File: src/rtl/uart_rx_fifo.sv
// uart_rx_fifo: takes bytes out of the UART receiver's one-byte buffer using the
// data_ready/data_read handshake. Each byte is tagged with the receiver's error
// flags and stored in a first-word-fall-through FIFO, so the host can read in bursts.
module uart_rx_fifo #(
    parameter int DEPTH  = 8,
    parameter int ADDR_W = 3
) (
    input  logic              clk,
    input  logic              rst,
    input  logic              data_ready,
    input  logic [7:0]        rx_data,
    input  logic              overrun_error,
    input  logic              framing_error,
    output logic              data_read,
    input  logic              fifo_rd_en,
    output logic [9:0]        fifo_rd_data,
    output logic              fifo_empty,
    output logic              fifo_full,
    output logic [ADDR_W:0]   fifo_count,
    output logic              stall_seen
);

    typedef enum logic [1:0] {
        IDLE     = 2'd0,
        ACK      = 2'd1,
        WAIT_CLR = 2'd2
    } state_t;

    localparam logic [ADDR_W:0] FULL_CNT = (ADDR_W+1)'(DEPTH);

    state_t              state_q, state_d;
    logic [ADDR_W-1:0]   wr_ptr_q, wr_ptr_d;
    logic [ADDR_W-1:0]   rd_ptr_q, rd_ptr_d;
    logic [ADDR_W:0]     count_q, count_d;
    logic                stall_q, stall_d;
    logic                data_read_q, data_read_d;
    logic [9:0]          mem_q [DEPTH];
    logic [9:0]          mem_d [DEPTH];
    logic                wr_en, rd_en;

    // The flags come from the registered count. A full FIFO therefore blocks a write even when a pop happens on the same edge.
    assign fifo_full    = (count_q == FULL_CNT);
    assign fifo_empty   = (count_q == '0);
    assign fifo_count   = count_q;
    assign stall_seen   = stall_q;
    assign data_read    = data_read_q;
    assign fifo_rd_data = mem_q[rd_ptr_q];

    // Capture FSM, pointers, occupancy count and the sticky stall flag: next-state logic
    always_comb begin
        state_d  = state_q;
        wr_ptr_d = wr_ptr_q;
        rd_ptr_d = rd_ptr_q;
        count_d  = count_q;
        stall_d  = stall_q;
        mem_d    = mem_q;
        wr_en    = 1'b0;
        rd_en    = fifo_rd_en && !fifo_empty;

        unique case (state_q)
            IDLE: begin
                if (data_ready) begin
                    if (!fifo_full) begin
                        wr_en   = 1'b1;
                        state_d = ACK;
                    end else begin
                        // The byte stays in the receiver. Its overrun flag arrives with the next accepted byte.
                        stall_d = 1'b1;
                    end
                end
            end
            ACK:      state_d = WAIT_CLR;
            // Wait for data_ready to drop so the same byte cannot be captured twice.
            WAIT_CLR: if (!data_ready) state_d = IDLE;
            default:  state_d = IDLE;
        endcase

        if (wr_en) begin
            mem_d[wr_ptr_q] = {overrun_error, framing_error, rx_data};
            wr_ptr_d        = wr_ptr_q + 1'b1;
        end
        if (rd_en) rd_ptr_d = rd_ptr_q + 1'b1;

        unique case ({wr_en, rd_en})
            2'b10:   count_d = count_q + 1'b1;
            2'b01:   count_d = count_q - 1'b1;
            default: count_d = count_q;
        endcase

        // Registered acknowledge: high exactly for the cycle spent in ACK
        data_read_d = (state_d == ACK);
    end

    // State registers. An asynchronous reset drops every stored entry and any handshake in progress.
    always_ff @(posedge clk or posedge rst) begin
        if (rst) begin
            state_q     <= IDLE;
            wr_ptr_q    <= '0;
            rd_ptr_q    <= '0;
            count_q     <= '0;
            stall_q     <= 1'b0;
            data_read_q <= 1'b0;
            for (int i = 0; i < DEPTH; i++) mem_q[i] <= '0;
        end else begin
            state_q     <= state_d;
            wr_ptr_q    <= wr_ptr_d;
            rd_ptr_q    <= rd_ptr_d;
            count_q     <= count_d;
            stall_q     <= stall_d;
            data_read_q <= data_read_d;
            mem_q       <= mem_d;
        end
    end

endmodule
File: config.mk
export PLATFORM = sky130hd
export DESIGN_NAME = uart_rx_fifo
export DESIGN_NICKNAME = d
export VERILOG_FILES = /design/src/rtl/uart_rx_fifo.sv
export SDC_FILE = /design/constraint.sdc
export NUM_CORES = 1
export LEC_CHECK = 0
export ABC_AREA = 1
export ABC_CLOCK_PERIOD_IN_PS = 4740
export BUFFER_PORTS_ARGS = -buffer_cell sky130_fd_sc_hd__buf_2
export CORE_MARGIN = 4
export CORE_UTILIZATION = 62
export DETAILED_ROUTE_END_ITERATION = 10
export PLACE_DENSITY = 0.86
export SLEW_MARGIN = 20
export SYNTH_ARGS = -nofsm -noshare
export SYNTH_HDL_FRONTEND = slang
export SYNTH_SLANG_ARGS = --single-unit
export TNS_END_PERCENT = 20
File: constraint.sdc
create_clock -name clk -period 4.74 [get_ports clk]
set_input_delay 0.474 -clock clk [delete_from_list [all_inputs] [get_ports clk]]
set_output_delay 0.474 -clock clk [all_outputs]
set_load 0.01 [all_outputs]
==> impl_metrics.env <==
export IMPL_setup_viol=0
export IMPL_cts_sinks=94
export IMPL_worst_ep_arrival_time_ps=2480
export IMPL_fin_crit_ps=2960
export IMPL_totalWireLength_um=10900
export IMPL_n_fill_cell=577
export IMPL_finalHoldViolCount=0
export IMPL_hp_class="input pin to asynchronous set/reset pin"
export IMPL_critPathLaunchType="flop"
export IMPL_grt_pass1_vias=3647
export IMPL_die_area_um2=8720
export IMPL_die_w_um=93.4
export IMPL_cts_hold_buf=0
export IMPL_clk_pin_slew_ps=90
export IMPL_mappedNetlistArea_um2=4520
export IMPL_grt_max_degree=52
export IMPL_clk_latency_ps=360
export IMPL_cts_tree="done"
export IMPL_multi_input_area_um2=1890
export IMPL_dieHeight_um=93.4
export IMPL_reg2regPathDepth=12
export IMPL_ys_warn_count=0
export IMPL_cpPeakStageDelay_ps=890
export IMPL_grt_ovfl_total=0
export IMPL_status="finished, final reports clean"
export IMPL_finClkSkew_ps=13.0
export IMPL_h_tree_depth=3
export IMPL_finalNetCount=606
export IMPL_place_congestion=0.854
export IMPL_crit_chain="inv_1, nor2_1, o21ai_0, nand2_1, nand2_1, nand2_1, buf_2"
export IMPL_r2r_start="fifo_count[0]$_DFFE_PP0P_"
export IMPL_cts_resized_gates=0
export IMPL_routedWlPerCell_um=15.8
export IMPL_cts_buffer_depth=2
export IMPL_register_area_um2=2350
export IMPL_syn_to_final_growth_pct=7.20
export IMPL_cp_startpoint="rd_ptr_q[1]$_DFFE_PP0P_"
export IMPL_required_ps=4270
export IMPL_worst_path_most_repeated_cell="nand2_1"
export IMPL_setup_tns_ps=0
export IMPL_final_core_util_pct=69.7
export IMPL_synthTopCellsByArea="dfrtp_1 (52%), nand2_1 (17%), o21ai_0 (10%)"
export IMPL_core_area_um2=6940
export IMPL_layout_common_cells="nand2_1 (202), o21ai_0 (94), dfrtp_1 (94)"
export IMPL_slew_headroom_pct=39.8
export IMPL_grt_total_usage_pct=26.6
export IMPL_cap_violations=0
export IMPL_crit_slowest_cell="dfrtp_1"
export IMPL_yosysSeqAreaShare_pct=52.1
export IMPL_hpwl_um=7050
export IMPL_io_pins=32
export IMPL_first_iter_violations=316
export IMPL_numCtsBuffers=9
export IMPL_tightestPinTransition_ps=900
export IMPL_rr_endpoint="fifo_count[3]$_DFFE_PP0P_"
export IMPL_criticalPathCategory="flop to output pin"
export IMPL_vdd_drop_max_v=0.000391
export IMPL_via_per_inst=5.65
export IMPL_synth_top_area_share_pct=52.1
export IMPL_layout_commonest_cell="nand2_1"
export IMPL_synthCells=571
export IMPL_powerDensity_nw_per_um2=724
export IMPL_fp_row_count=30
export IMPL_ant_nets=0
export IMPL_rsz0062_at_grt="false"
export IMPL_dr_pass1_iters=5
export IMPL_critPathBufInv=2
export IMPL_clock_fmax_ghz=0.338
export IMPL_drv_slew=0
export IMPL_antenna_found_initial=0
export IMPL_syn_avg_cell_area_um2=7.91
export IMPL_r2r_slack_ps=2490
export IMPL_synth_nets=591
export IMPL_drc=0
export IMPL_cts_setup_buffers=0
export IMPL_synth_largest_area_cell="dfrtp_1"
export IMPL_grt_first_pass_wirelength_um=18200
export IMPL_antenna_diode_count=0
export IMPL_start_util_pct=65.0
export IMPL_endpoint_kind="output pin"
export IMPL_place_ws_ps=2200
export IMPL_path_delay_family="flip-flops"
export IMPL_vias=3878
export IMPL_setup_slack_ps=1780
export IMPL_port_buffers=31
export IMPL_yosysUniqueCellTypes=28
export IMPL_layout_drive_gt1_share_pct=9.83
export IMPL_root_buffer="clkbuf_8"
export IMPL_cp_max_fo=22
export IMPL_power_uw=3510
export IMPL_fin_crit_sh_pct=62.4
export IMPL_ys_ff_latch=94
export IMPL_p_leak_uw=0.00253
cells in the mapped netlist, drive strengths merged:
cell type / instances
o21ai: 106
dfrtp: 94
clkbuf: 12
inv: 29
ha: 5
clkinv: 1
fa: 1
buf: 17
xor2: 3
or2: 1
a21o: 1
a21oi: 1
nor2: 62
nand2: 204
nand3: 31
xnor2: 3
metrics by stage:
step	hold slack, ps	std cells	instance area [um^2]
6_report	204	686	4840
5_1_grt	259	686	4840
4_1_cts	232	686	4840
3_5_place_dp	450	671	4650
3_3_place_gp	433	671	4650
2_1_floorplan	444	571	4520
how the worst max path moves through the flow:
stage	to	slack [ps]	cells after the start
2_1_floorplan	data_read$_DFF_PP0_	1820	1
3_3_place_gp	fifo_rd_data[9]	2170	6
3_5_place_dp	fifo_rd_data[0]	2200	7
4_1_cts	fifo_rd_data[0]	1830	7
5_1_grt	fifo_rd_data[0]	1620	7
6_report	fifo_rd_data[5]	1780	7
cells by family after synthesis:
logic type	share of synthesized area, %
xor+xnor	1.16
flops	52.1
simple gates	26.8
compound gates	12.0
buf+inv	6.09
fa+ha+maj	1.83
final cells by class:
type | count | area share [%]
Sequential cell | 94 | 48.6
Multi-Input combinational cell | 418 | 39.0
Timing Repair Buffer | 33 | 3.51
Clock buffer | 11 | 2.92
Tap cell | 96 | 2.48
Inverter | 30 | 2.35
Clock inverter | 4 | 1.14
power by group:
group          internal, uW  leakage, uW  switching, uW
sequential             1180      0.00120            278
combinational           538      0.00124            980
clock                   259    0.0000960            278
total                  1970      0.00253           1540
sequential cells by signal, summed over array words and instances (netlist names):
name,cells
mem_q,80
fifo_count,4
rd_ptr_q,3
wr_ptr_q,3
state_q,2
data_read,1
stall_seen,1
metal layers:
metal,vias up,global-route usage [%],part of all wire [%]
met5,-,0,0
met4,0,7.94,1.5
met2,188,39.2,45
met1,1828,39.4,44
met3,15,5.87,9.3
li1,1847,-,-
Power figures use the tool's default switching activity.
